## config.mk

```make
export PLATFORM = sky130hd
export DESIGN_NAME = xcr_intc_gen2_flat
export DESIGN_NICKNAME = d
export VERILOG_FILES = /design/src/rtl/xcr_intc_gen2_if.sv /design/src/rtl/xcr_intc_gen2.sv /design/src/flat_wrapper.sv
export SDC_FILE = /design/constraint.sdc
export NUM_CORES = 1
export LEC_CHECK = 0
export CORE_AREA = 5 5 128 130
export CTS_CLUSTER_DIAMETER = 200
export CTS_CLUSTER_SIZE = 24
export DETAILED_ROUTE_END_ITERATION = 7
export DIE_AREA = 0 0 133 135
export GPL_TIMING_DRIVEN = 0
export SYNTH_ARGS = -nofsm -noshare
export SYNTH_HDL_FRONTEND = slang
export SYNTH_SLANG_ARGS = --single-unit
export TNS_END_PERCENT = 1
```

## constraint.sdc

```tcl
create_clock -name clk -period 6.2 [get_ports clk]
set_input_delay 1.55 -clock clk [delete_from_list [all_inputs] [get_ports clk]]
set_output_delay 1.55 -clock clk [all_outputs]
set_load 0.005 [all_outputs]
```

## src/rtl/xcr_intc_gen2_if.sv

```systemverilog
// XCR control-register bus plus the CPU interrupt handshake of xcr_intc_gen2.
interface xcr_intc_gen2_if #(
  parameter int IVT_W = 24
);
  logic [7:0]       cr_din;
  logic [7:0]       cr_dout;
  logic [3:0]       cr_adr;
  logic             cr_we;
  logic             cr_cs;
  logic             irq;
  logic [IVT_W-1:0] ivec_addr;
  logic             irq_ack;
  logic             irq_eoi;

  // CPU side: drives the bus and the handshake, receives the vector.
  modport master (
    output cr_din, cr_adr, cr_we, cr_cs, irq_ack, irq_eoi,
    input  cr_dout, irq, ivec_addr
  );

  // Controller side.
  modport slave (
    input  cr_din, cr_adr, cr_we, cr_cs, irq_ack, irq_eoi,
    output cr_dout, irq, ivec_addr
  );
endinterface

```

## src/rtl/xcr_intc_gen2.sv

```systemverilog
// xcr_intc_gen2: fixed-priority interrupt/exception controller for the LS1u
// core. Level interrupts and edge-captured exceptions compete for one vector;
// a request/ack/eoi handshake blocks new requests while a handler runs.
// Source vectors are widened internally to 16 bits; for NSRC=8 the upper
// halves are held at zero so the "hi" registers ignore writes and read 0.
module xcr_intc_gen2 #(
  parameter int NSRC  = 8,
  parameter int IVT_W = 24
) (
  input  logic                 clk,
  input  logic                 xcp_clr,
  input  logic [NSRC-1:0]      int_src,
  input  logic [NSRC-1:0]      xcp_src,
  xcr_intc_gen2_if.slave       bus
);

  localparam logic [7:0] HI_MASK = (NSRC == 16) ? 8'hFF : 8'h00;

  typedef enum logic [1:0] {
    ST_IDLE = 2'd0,
    ST_REQ  = 2'd1,
    ST_SERV = 2'd2
  } state_e;

  // Highest set bit index of a 16-bit vector (0 when empty).
  function automatic logic [3:0] hi_idx(input logic [15:0] v);
    logic [3:0] r;
    r = 4'd0;
    for (int i = 0; i < 16; i++) begin
      if (v[i]) begin
        r = 4'(i);
      end
    end
    return r;
  endfunction

  state_e           state_q, state_d;
  logic             inten_q, inten_d;
  logic [1:0]       ivesiz_q, ivesiz_d;
  logic [7:0]       mcaus_q, mcaus_d;
  logic [23:0]      ivt_q, ivt_d;
  logic [15:0]      inte_q, inte_d;
  logic [15:0]      xcpe_q, xcpe_d;
  logic [15:0]      xcpp_q, xcpp_d;
  logic [15:0]      xcp_prev_q, xcp_prev_d;
  logic             irq_q, irq_d;
  logic [IVT_W-1:0] ivec_q, ivec_d;

  logic [15:0]      int16_s, xcp16_s;
  logic [15:0]      xcpc_clr_s, xcp_set_s;
  logic [15:0]      icand_s;
  logic             any_s, is_xcp_s;
  logic [4:0]       slot_s;
  logic [9:0]       offset_s;
  logic [IVT_W-1:0] vec_s;
  logic [7:0]       rd_s;
  logic             wr_s;

  assign int16_s = 16'(int_src);
  assign xcp16_s = 16'(xcp_src);
  assign wr_s    = bus.cr_cs & bus.cr_we;

  // Register writes and exception pending capture (set beats clear).
  always_comb begin
    inten_d    = inten_q;
    ivesiz_d   = ivesiz_q;
    ivt_d      = ivt_q;
    inte_d     = inte_q;
    xcpe_d     = xcpe_q;
    xcpc_clr_s = 16'h0000;
    if (wr_s) begin
      case (bus.cr_adr)
        4'h0: begin
          inten_d  = bus.cr_din[7];
          ivesiz_d = bus.cr_din[1:0];
        end
        4'h2: ivt_d[7:0]        = bus.cr_din;
        4'h3: ivt_d[15:8]       = bus.cr_din;
        4'h4: ivt_d[23:16]      = bus.cr_din;
        4'h5: inte_d[7:0]       = bus.cr_din;
        4'h6: inte_d[15:8]      = bus.cr_din & HI_MASK;
        4'h7: xcpe_d[7:0]       = bus.cr_din;
        4'h8: xcpe_d[15:8]      = bus.cr_din & HI_MASK;
        4'h9: xcpc_clr_s[7:0]   = bus.cr_din;
        4'hA: xcpc_clr_s[15:8]  = bus.cr_din & HI_MASK;
        default: xcpc_clr_s = 16'h0000;
      endcase
    end else begin
      xcpc_clr_s = 16'h0000;
    end
    xcp_prev_d = xcp16_s;
    xcp_set_s  = xcp16_s & ~xcp_prev_q & xcpe_q;
    xcpp_d     = (xcpp_q & ~xcpc_clr_s) | xcp_set_s;
  end

  // Winner selection: any exception beats any interrupt, highest index wins.
  always_comb begin
    icand_s = int16_s & inte_q;
    any_s   = (|xcpp_q) | (|icand_s);
    if (|xcpp_q) begin
      is_xcp_s = 1'b1;
      slot_s   = {1'b0, hi_idx(xcpp_q)};
    end else begin
      is_xcp_s = 1'b0;
      slot_s   = 5'(NSRC) + {1'b0, hi_idx(icand_s)};
    end
    offset_s = ({5'd0, slot_s} << ivesiz_q) << 2;
    vec_s    = IVT_W'(ivt_q) + IVT_W'(offset_s);
  end

  // Request/ack/eoi handshake: next state and latched request outputs.
  always_comb begin
    state_d = state_q;
    irq_d   = irq_q;
    ivec_d  = ivec_q;
    mcaus_d = mcaus_q;
    case (state_q)
      ST_IDLE: begin
        if (inten_q && any_s) begin
          mcaus_d = {is_xcp_s, 2'b00, slot_s};
          ivec_d  = vec_s;
          irq_d   = 1'b1;
          state_d = ST_REQ;
        end else begin
          state_d = ST_IDLE;
        end
      end
      ST_REQ: begin
        if (bus.irq_ack) begin
          irq_d   = 1'b0;
          state_d = ST_SERV;
        end else begin
          state_d = ST_REQ;
        end
      end
      ST_SERV: begin
        if (bus.irq_eoi) begin
          state_d = ST_IDLE;
        end else begin
          state_d = ST_SERV;
        end
      end
      default: begin
        irq_d   = 1'b0;
        state_d = ST_IDLE;
      end
    endcase
  end

  // State and register flops; xcp_clr clears everything asynchronously.
  always_ff @(posedge clk or posedge xcp_clr) begin
    if (xcp_clr) begin
      state_q    <= ST_IDLE;
      inten_q    <= 1'b0;
      ivesiz_q   <= 2'd0;
      mcaus_q    <= 8'h00;
      ivt_q      <= 24'h000000;
      inte_q     <= 16'h0000;
      xcpe_q     <= 16'h0000;
      xcpp_q     <= 16'h0000;
      xcp_prev_q <= 16'h0000;
      irq_q      <= 1'b0;
      ivec_q     <= '0;
    end else begin
      state_q    <= state_d;
      inten_q    <= inten_d;
      ivesiz_q   <= ivesiz_d;
      mcaus_q    <= mcaus_d;
      ivt_q      <= ivt_d;
      inte_q     <= inte_d;
      xcpe_q     <= xcpe_d;
      xcpp_q     <= xcpp_d;
      xcp_prev_q <= xcp_prev_d;
      irq_q      <= irq_d;
      ivec_q     <= ivec_d;
    end
  end

  // Combinational register read mux; unmapped and write-only addresses read 0.
  always_comb begin
    rd_s = 8'h00;
    case (bus.cr_adr)
      4'h0: rd_s = {inten_q, 5'b00000, ivesiz_q};
      4'h1: rd_s = mcaus_q;
      4'h2: rd_s = ivt_q[7:0];
      4'h3: rd_s = ivt_q[15:8];
      4'h4: rd_s = ivt_q[23:16];
      4'h5: rd_s = inte_q[7:0];
      4'h6: rd_s = inte_q[15:8];
      4'h7: rd_s = xcpe_q[7:0];
      4'h8: rd_s = xcpe_q[15:8];
      4'hB: rd_s = xcpp_q[7:0];
      4'hC: rd_s = xcpp_q[15:8];
      default: rd_s = 8'h00;
    endcase
  end

  assign bus.cr_dout   = rd_s;
  assign bus.irq       = irq_q;
  assign bus.ivec_addr = ivec_q;

endmodule
```

## src/flat_wrapper.sv

```systemverilog
// flat-port wrapper written by rule: the top's interface ports become plain ports
module xcr_intc_gen2_flat 
#(
  parameter int NSRC  = 8,
  parameter int IVT_W = 24
)
  (clk, xcp_clr, int_src, xcp_src, bus_cr_din, bus_cr_adr, bus_cr_we, bus_cr_cs, bus_irq_ack, bus_irq_eoi, bus_cr_dout, bus_irq, bus_ivec_addr);
  xcr_intc_gen2_if #(.IVT_W(IVT_W)) bus_i ();
  input  logic clk;
  input  logic xcp_clr;
  input  logic [NSRC-1:0] int_src;
  input  logic [NSRC-1:0] xcp_src;
  input wire logic [$bits(bus_i.cr_din)-1:0] bus_cr_din;
  input wire logic [$bits(bus_i.cr_adr)-1:0] bus_cr_adr;
  input wire logic [$bits(bus_i.cr_we)-1:0] bus_cr_we;
  input wire logic [$bits(bus_i.cr_cs)-1:0] bus_cr_cs;
  input wire logic [$bits(bus_i.irq_ack)-1:0] bus_irq_ack;
  input wire logic [$bits(bus_i.irq_eoi)-1:0] bus_irq_eoi;
  output wire logic [$bits(bus_i.cr_dout)-1:0] bus_cr_dout;
  output wire logic [$bits(bus_i.irq)-1:0] bus_irq;
  output wire logic [$bits(bus_i.ivec_addr)-1:0] bus_ivec_addr;
  assign bus_i.cr_din = bus_cr_din;
  assign bus_i.cr_adr = bus_cr_adr;
  assign bus_i.cr_we = bus_cr_we;
  assign bus_i.cr_cs = bus_cr_cs;
  assign bus_i.irq_ack = bus_irq_ack;
  assign bus_i.irq_eoi = bus_irq_eoi;
  assign bus_cr_dout = bus_i.cr_dout;
  assign bus_irq = bus_i.irq;
  assign bus_ivec_addr = bus_i.ivec_addr;
  xcr_intc_gen2 #(.NSRC(NSRC), .IVT_W(IVT_W)) u_core (.clk(clk), .xcp_clr(xcp_clr), .int_src(int_src), .xcp_src(xcp_src), .bus(bus_i));
endmodule
```

==> impl_metrics.yaml <==
grt:
  first_global_vias: 3705
  grt_max_degree: 62
  grt-ovfl-total: 0
  grt_pass1_wl_um: 20900
  grt_util_all_layers_pct: 15.0
  antenna_found_initial: 0
detailed_routing:
  drtIter0Drc: 216
  routed_wl_um: 13000
  via_per_inst: 5.11
  ant_nets: 0
  via_count: 3633
  dr.pass1.iters: 4
  drc_errors: 0
  post_drt_wl_per_cell_um: 18.2
sta:
  rsz0062_at_grt: "false"
  setup_tns_ns: 0
  worst_pin_slew_ns: 1.07
  fin_crit_sh_pct: 91.5
  slew_headroom_pct: 28.4
  clock_skew_ns: 0.00335
  hold_viol_final: 0
  final_max_slew_viol_count: 0
  fin_crit_ns: 5.67
  max_clock_freq_mhz: 176
  setup_viol_count_final: 0
finish:
  final_cells: 711
  drive_gt1_share_pct: 17.4
  final_area_um2: 5910
  layout.nets: 560
  area_growth_pct: 25.3
  diodes: 0
  nFillCells: 1458
critical_path:
  path_max_fanout: 10
  end_kind: "output port"
  worst_ep_required_time_ns: 4.65
  worst-endpoint-arrival_ns: 4.12
  cp-start-kind: "input port"
  crit_type: "in -> out"
placed_design:
  hpwlAfterDp_um: 10200
  place_inst: 695
  dpl_cell_area_um2: 5620
  routabilityCongestion: 0.860
  portBuffers: 63
synthesis:
  synth_nets: 485
  ys_types: 54
  ys_seq_area_share_pct: 48.3
  synthFlopType: "dfrtp_1"
  synth-edff-count: 0
  synth_area_um2: 4720
  ys_warn_count: 0
  postSynthAreaPerCell_um2: 10.7
  ys_ff_latch: 91
  async_flop_share_pct: 100
  syn-instance-count: 443
cts:
  tritoncts: "done"
  postCtsSetupBuffers: 0
  clk_path_buf_depth: 2
  cts_buffers: 9
  clockRootBuffer: "clkbuf_16"
  htree_num_levels: 3
  cts_sinks: 91
  cts_hold_buf: 0
  clk_latency_ns: 0.35
  cts_resized: 0
  clk_pin_slew_worst_paths_ns: 0.06
flow_run:
  cap_violations: 0
floorplanning:
  ios: 67
  fp.dieW_um: 133
  die_h_um: 135
  core_area_um2: 15000
  rows: 45
  dieArea_um2: 18000
  initial_core_util_pct: 31.4
power:
  power_mw: 2.12
  power.density_nw_per_um2: 358
  power.leakage_nw: 2.47
  peakVddDrop_mv: 0.152
worst_hold_path:
  worstHoldPathType: "reg -> reg"
status:
  status: "finished, final reports clean"
-- cells by family after synthesis --
| kind of cell | share of synthesized area (%) |
|---|---|
| xor gates and xnor gates | 3.53 |
| DFF | 48.3 |
| muxes | 15.5 |
| and+or+nand+nor | 14.5 |
| AOI/OAI and AO/OA | 12.9 |
| buffers and inverters | 3.02 |
| adders and majority gates | 2.28 |
-- power breakdown --
part / internal, mW / switching (mW) / total, mW
Clock: 0.307 / 0.235 / 0.542
Sequential: 0.760 / 0.160 / 0.920
Combinational: 0.375 / 0.283 / 0.658
-- critical path, cell delays in order --
cell	delay, ns
clkdlybuf4s50_1	0.55
buf_1	0.48
clkbuf_1	0.44
a221oi_1	0.11
a311oi_1	0.34
a21o_1	0.15
clkdlybuf4s50_1	0.50
-- cell usage in the layout (no fill, tap or decap), types with 9 or more instances in the layout --
cell type	netlist	layout
nand3_1	11	11
o21ai_0	35	35
inv_1	13	12
nor2_1	25	25
xor2_1	11	11
mux2_2	53	53
nand2_1	67	67
clkdlybuf4s50_1	0	63
clkbuf_16	0	9
clkbuf_1	10	10
a22oi_1	9	9
dfrtp_1	91	91
a32o_1	11	11
-- registers in the layout, summed over array words and instances, names as in the netlist --
name,flops
u_core.mcaus_q,5
u_core.ivt_q,24
u_core.bus.ivec_addr,24
u_core.bus.irq,1
u_core.inten_q,1
u_core.xcpp_q,8
u_core.ivesiz_q,2
u_core.xcpe_q,8
u_core.xcp_prev_q,8
u_core.inte_q,8
u_core.state_q,2
-- stage by stage --
stage / utilization [%] / setup slack [ns] / hold WS, ns
6_report: 39.3 / 0.525 / 0.475
4_1_cts: 39.3 / 0.524 / 0.484
5_1_grt: 39.3 / 0.328 / 0.512
2_1_floorplan: - / 1.89 / 0.445
3_3_place_gp: 37.2 / 0.526 / 0.463
3_5_place_dp: 37.4 / 0.547 / 0.469
-- path summary, 6_finish.rpt --
| check | from | end | slack (ns) | cells after the start |
|---|---|---|---|---|
| worst max-delay path | bus_cr_adr[2] | bus_cr_dout[3] | 0.53 | 7 |
| worst min-delay path | u_core.bus.ivec_addr[12] | u_core.bus.ivec_addr[12] | 0.48 | 2 |
| worst max register to register | u_core.inte_q[6] | u_core.bus.ivec_addr[21] | 2.26 | 13 |
| worst min register to register | u_core.bus.ivec_addr[12] | u_core.bus.ivec_addr[12] | 0.48 | 2 |
| max in group asynchronous | xcp_clr | u_core.bus.ivec_addr[12] | 4.02 | 3 |
| min in group asynchronous | xcp_clr | u_core.inte_q[0] | 1.56 | 2 |
-- cells in the mapped netlist (8+ instances only) --
library cell / count / share of area, %
a22oi_1: 9 / 1.4
a32o_1: 11 / 2.3
clkbuf_1: 10 / 0.80
dfrtp_1: 91 / 48
inv_1: 13 / 1.0
mux2_2: 53 / 13
mux2i_1: 8 / 1.7
nand2_1: 67 / 5.3
nand3_1: 11 / 1.2
nor2_1: 25 / 2.0
o21ai_0: 35 / 3.7
xnor2_1: 8 / 1.5
xor2_1: 11 / 2.0
-- routing by layer --
metal / vias up / part of all wire, % / global-route usage (%)
met5: - / 0 / 0
li1: 1761 / - / -
met1: 1782 / 47 / 20.0
met3: 14 / 4.5 / 3.17
met2: 76 / 47 / 24.0
met4: 0 / 1.7 / 5.37
-- cell type report --
type	instances	area [um^2]	area share, %
buffer	18	93.8	1.59
clock buffer	12	267	4.51
clock inverter	4	32.5	0.550
inverter	13	51.3	0.867
multi-input combinational	321	2300	38.9
sequential	91	2280	38.5
tap	188	235	3.98
timing repair buffer	64	658	11.1
(Power assumes the default switching activity.)
==> patch 1, RTL diff (config.mk and constraints unchanged) <==
`NSRC` is set to 8 in 2 places; all go to 12. Comments in the files are not updated.
--- a/src/rtl/xcr_intc_gen2.sv
+++ b/src/rtl/xcr_intc_gen2.sv
@@ -4,7 +4,7 @@
 // Source vectors are widened internally to 16 bits; for NSRC=8 the upper
 // halves are held at zero so the "hi" registers ignore writes and read 0.
 module xcr_intc_gen2 #(
-  parameter int NSRC  = 8,
+  parameter int NSRC  = 12,
   parameter int IVT_W = 24
 ) (
   input  logic                 clk,
--- a/src/flat_wrapper.sv
+++ b/src/flat_wrapper.sv
@@ -1,7 +1,7 @@
 // flat-port wrapper written by rule: the top's interface ports become plain ports
 module xcr_intc_gen2_flat 
 #(
-  parameter int NSRC  = 8,
+  parameter int NSRC  = 12,
   parameter int IVT_W = 24
 )
   (clk, xcp_clr, int_src, xcp_src, bus_cr_din, bus_cr_adr, bus_cr_we, bus_cr_cs, bus_irq_ack, bus_irq_eoi, bus_cr_dout, bus_irq, bus_ivec_addr);
Interface: changed (resized int_src and xcp_src); port bits go from 67 to 75. The function was not compared with the original's and may differ.
==> patch 1 against the original RTL <==
First-iteration DRC count up 45%; design area up 3.3%; critical path type unchanged; setup slack worse by 0.23 ns; synthesized area up 3.6%; sequential cell count up 1; largest cell class unchanged; routed wire length up 11%; power up 5.6%; combinational power up 11%.
==> patch 1: results (changes against the original RTL) <==
Run status = finished clean
NumNets Final = 607 (+8.4%)
Pin count of the biggest net entering global routing = 54 (-13%)
Post-synth top cells = dfrtp_1, nand2_1, mux2_2, nor2_1, o21ai_0
Peak VDD IR = 196 uV (+29%)
Crit path DAT = 4.35 ns (+0.23 ns)
Vias in the first global route = 3954 (+6.7%)
Met3 Routed Length = 864 um (+50%)
CP max stage delay = 0.63 ns (+0.08 ns)
Grt met1 use = 0.219 (+0.0189)
Synth top area cells = dfrtp_1, mux2_2, nand2_1
First-pass GRT wire length = 22700 um (+8.4%)
Synth Area in Compound Gates = 0.177 (+0.0474)
Net count after synthesis = 530 (+9.3%)
Relative slew margins = 0.306 (+0.0225)
I/O Buffers = 65 (+3.2%)
Share of layout cells above drive strength 1 = 0.139 (-0.0350)
Final Skew = 0.0110 ns (+0.00760 ns)
Detailed Route Iter0 Violations = 313 (+45%)
Routed wire length per instance = 19.2 um (+5.4%)
Synthesized instance count = 479 (+8.1%)
Global routing usage on met2 = 0.259 (+0.0198)
Synth Area in Adders = 0.0246 (+0.00176)
Total track usage = 0.164 (+0.0146)
Seq/Total Area, Yosys = 0.471 (-0.0118)
Mux cell area share after synthesis = 0.121 (-0.0338)
Routed vias/inst = 5.36 (+4.8%)
Routability-driven placement congestion ratio = 0.862 (+0.21%)
Routed wl met2 = 6670 um (+8.7%)
Pre-Repair DR Iteration Count = 5 (+1)
Met3 Use GR = 0.0466 (+0.0149)
Drt total wl = 14400 um (+11%)
Pre-CTS setup slack = 0.339 ns (-0.207 ns)
Fillers = 1476 (+1.2%)
Leak pwr = 2.51 nW (+1.7%)
==> patch 1: final cells by class <==
| type | count | area [um2] | share of cell area |
|---|---|---|---|
| clock inverter | 5 | 60.1 | 0.00983 |
| buffer | 21 | 131 | 0.0215 |
| sequential | 92 | 2300 | 0.377 |
| clock buffer | 11 | 243 | 0.0397 |
| inverter | 14 | 55.1 | 0.00901 |
| tap | 188 | 235 | 0.0385 |
| multi-input combinational | 352 | 2400 | 0.394 |
| timing repair buffer | 66 | 678 | 0.111 |
==> patch 1: final timing paths <==
| check | slack, ns | startpoint | end | depth (start not counted) |
|---|---|---|---|---|
| setup reg to reg | 2.00 | u_core.xcpp_q[5]$_DFF_PP0_ | u_core.bus.ivec_addr[22]$_DFFE_PP0P_ | 12 |
| max in group asynchronous | 3.95 | xcp_clr | u_core.ivt_q[6]$_DFFE_PP0P_ | 3 |
| setup / recovery | 0.30 | bus_cr_adr[1] | bus_cr_dout[7] | 7 |
| hold / removal | 0.47 | u_core.bus.ivec_addr[3]$_DFFE_PP0P_ | u_core.bus.ivec_addr[3]$_DFFE_PP0P_ | 2 |
| hold reg to reg | 0.47 | u_core.bus.ivec_addr[3]$_DFFE_PP0P_ | u_core.bus.ivec_addr[3]$_DFFE_PP0P_ | 2 |
| min in group asynchronous | 1.60 | xcp_clr | u_core.ivt_q[1]$_DFFE_PP0P_ | 2 |
==> patch 1: where the power goes <==
group / switching, W / leakage, nW / total [W] / internal, W
clock: 0.000239 / 0.146 / 0.000564 / 0.000325
sequential: 0.000170 / 1.12 / 0.000941 / 0.000771
combinational: 0.000337 / 1.24 / 0.000733 / 0.000396
==> patch 2, RTL diff (config.mk and constraints unchanged) <==
Made on the original files. Encoding of `state_e`: now one-hot (3 bits for 3 states).
--- a/src/rtl/xcr_intc_gen2.sv
+++ b/src/rtl/xcr_intc_gen2.sv
@@ -16,10 +16,10 @@
 
   localparam logic [7:0] HI_MASK = (NSRC == 16) ? 8'hFF : 8'h00;
 
-  typedef enum logic [1:0] {
-    ST_IDLE = 2'd0,
-    ST_REQ  = 2'd1,
-    ST_SERV = 2'd2
+  typedef enum logic [2:0] {
+    ST_IDLE = 3'b001,
+    ST_REQ  = 3'b010,
+    ST_SERV = 3'b100
   } state_e;
 
   // Highest set bit index of a 16-bit vector (0 when empty).
Behaviour: no difference found for any inputs over 4 cycles, from zero or initial values; so few cycles prove little.
==> patch 2 against the original RTL <==
Critical path depth grew 1; via count grew 3.0%; sequential cell count rose by 1; sequential share of layout area shrank 0.14 points; routed wire length is 4.0% higher; design area increased by 1.5%; setup slack better by 0.27 ns; die area unchanged; final cell count grew 1.3%; power grew 3.9%; synthesized area up 1.0%; critical path type unchanged; critical endpoint is now bus_cr_dout[1].
==> patch 2: results (changes against the original RTL) <==
Inst Count DP = 704 (+1.3%)
Number of non-clock buffers = 83 (+1.2%)
Sequential share of cell area = 0.384 (-0.00140)
Fraction of area in multi-input gates = 0.387 (-0.00229)
Synth Area in Compound Gates = 0.146 (+0.0163)
Fin util = 0.399 (+0.00599)
Total track usage = 0.155 (+0.00569)
Logic pwr share = 0.296 (-0.014)
Synthesized area per cell = 10.5 um2 (-1.2%)
Synth top area cells = dfrtp_1, mux2_2, nand2_1
Non-clk buf share = 0.124 (-0.00274)
Post-synth top cells = dfrtp_1, nand2_1, mux2_2, o21ai_0, nor2_1
Number of multi-input logic gates = 329 (+2.5%)
Run status = finished clean
Routability-driven placement congestion ratio = 0.891 (+3.5%)
Net count after synthesis = 495 (+2.1%)
Mux cell area share after synthesis = 0.133 (-0.0215)
Inverter count = 12 (-1)
CP max stage delay = 0.58 ns (+0.03 ns)
Routed wire length per instance = 18.7 um (+2.7%)
Final Skew = 0.00607 ns (+0.00272 ns)
Detailed Route Iter0 Violations = 256 (+19%)
Pre-CTS setup slack = 0.821 ns (+0.275 ns)
Clk_buf instances = 10 (-2)
Synth cell types = 59 (+9.3%)
Synth Area in XOR/XNOR = 0.0349 (-0.000361)
Fillers = 1442 (-1.1%)
NumNets Final = 569 (+1.6%)
Synth Area in Adders = 0.0226 (-0.000233)
Vias in the first global route = 3843 (+3.7%)
P_comb = 0.000653 W (-0.8%)
Via count = 3742 (+3.0%)
Relative slew margins = 0.336 (+0.0525)
[patch 2: per-layer routing]
metal | GRT usage | wire length [um]
met4 | 0.0716 | 300
met2 | 0.253 | 6540
met3 | 0.0276 | 611
met5 | 0 | 0
met1 | 0.201 | 6010
[patch 2: worst paths after layout]
check	start	to	slack, ns	cells past startpoint
max	bus_cr_adr[2]	bus_cr_dout[1]	0.79	8
min	u_core.bus.ivec_addr[16]$_DFFE_PP0P_	u_core.bus.ivec_addr[16]$_DFFE_PP0P_	0.48	2
max reg2reg	u_core.xcpp_q[4]$_DFF_PP0_	u_core.bus.ivec_addr[15]$_DFFE_PP0P_	2.35	12
min reg2reg	u_core.bus.ivec_addr[16]$_DFFE_PP0P_	u_core.bus.ivec_addr[16]$_DFFE_PP0P_	0.48	2
max in group asynchronous	xcp_clr	u_core.ivt_q[7]$_DFFE_PP0P_	3.98	3
min in group asynchronous	xcp_clr	u_core.inte_q[2]$_DFFE_PP0P_	1.57	2
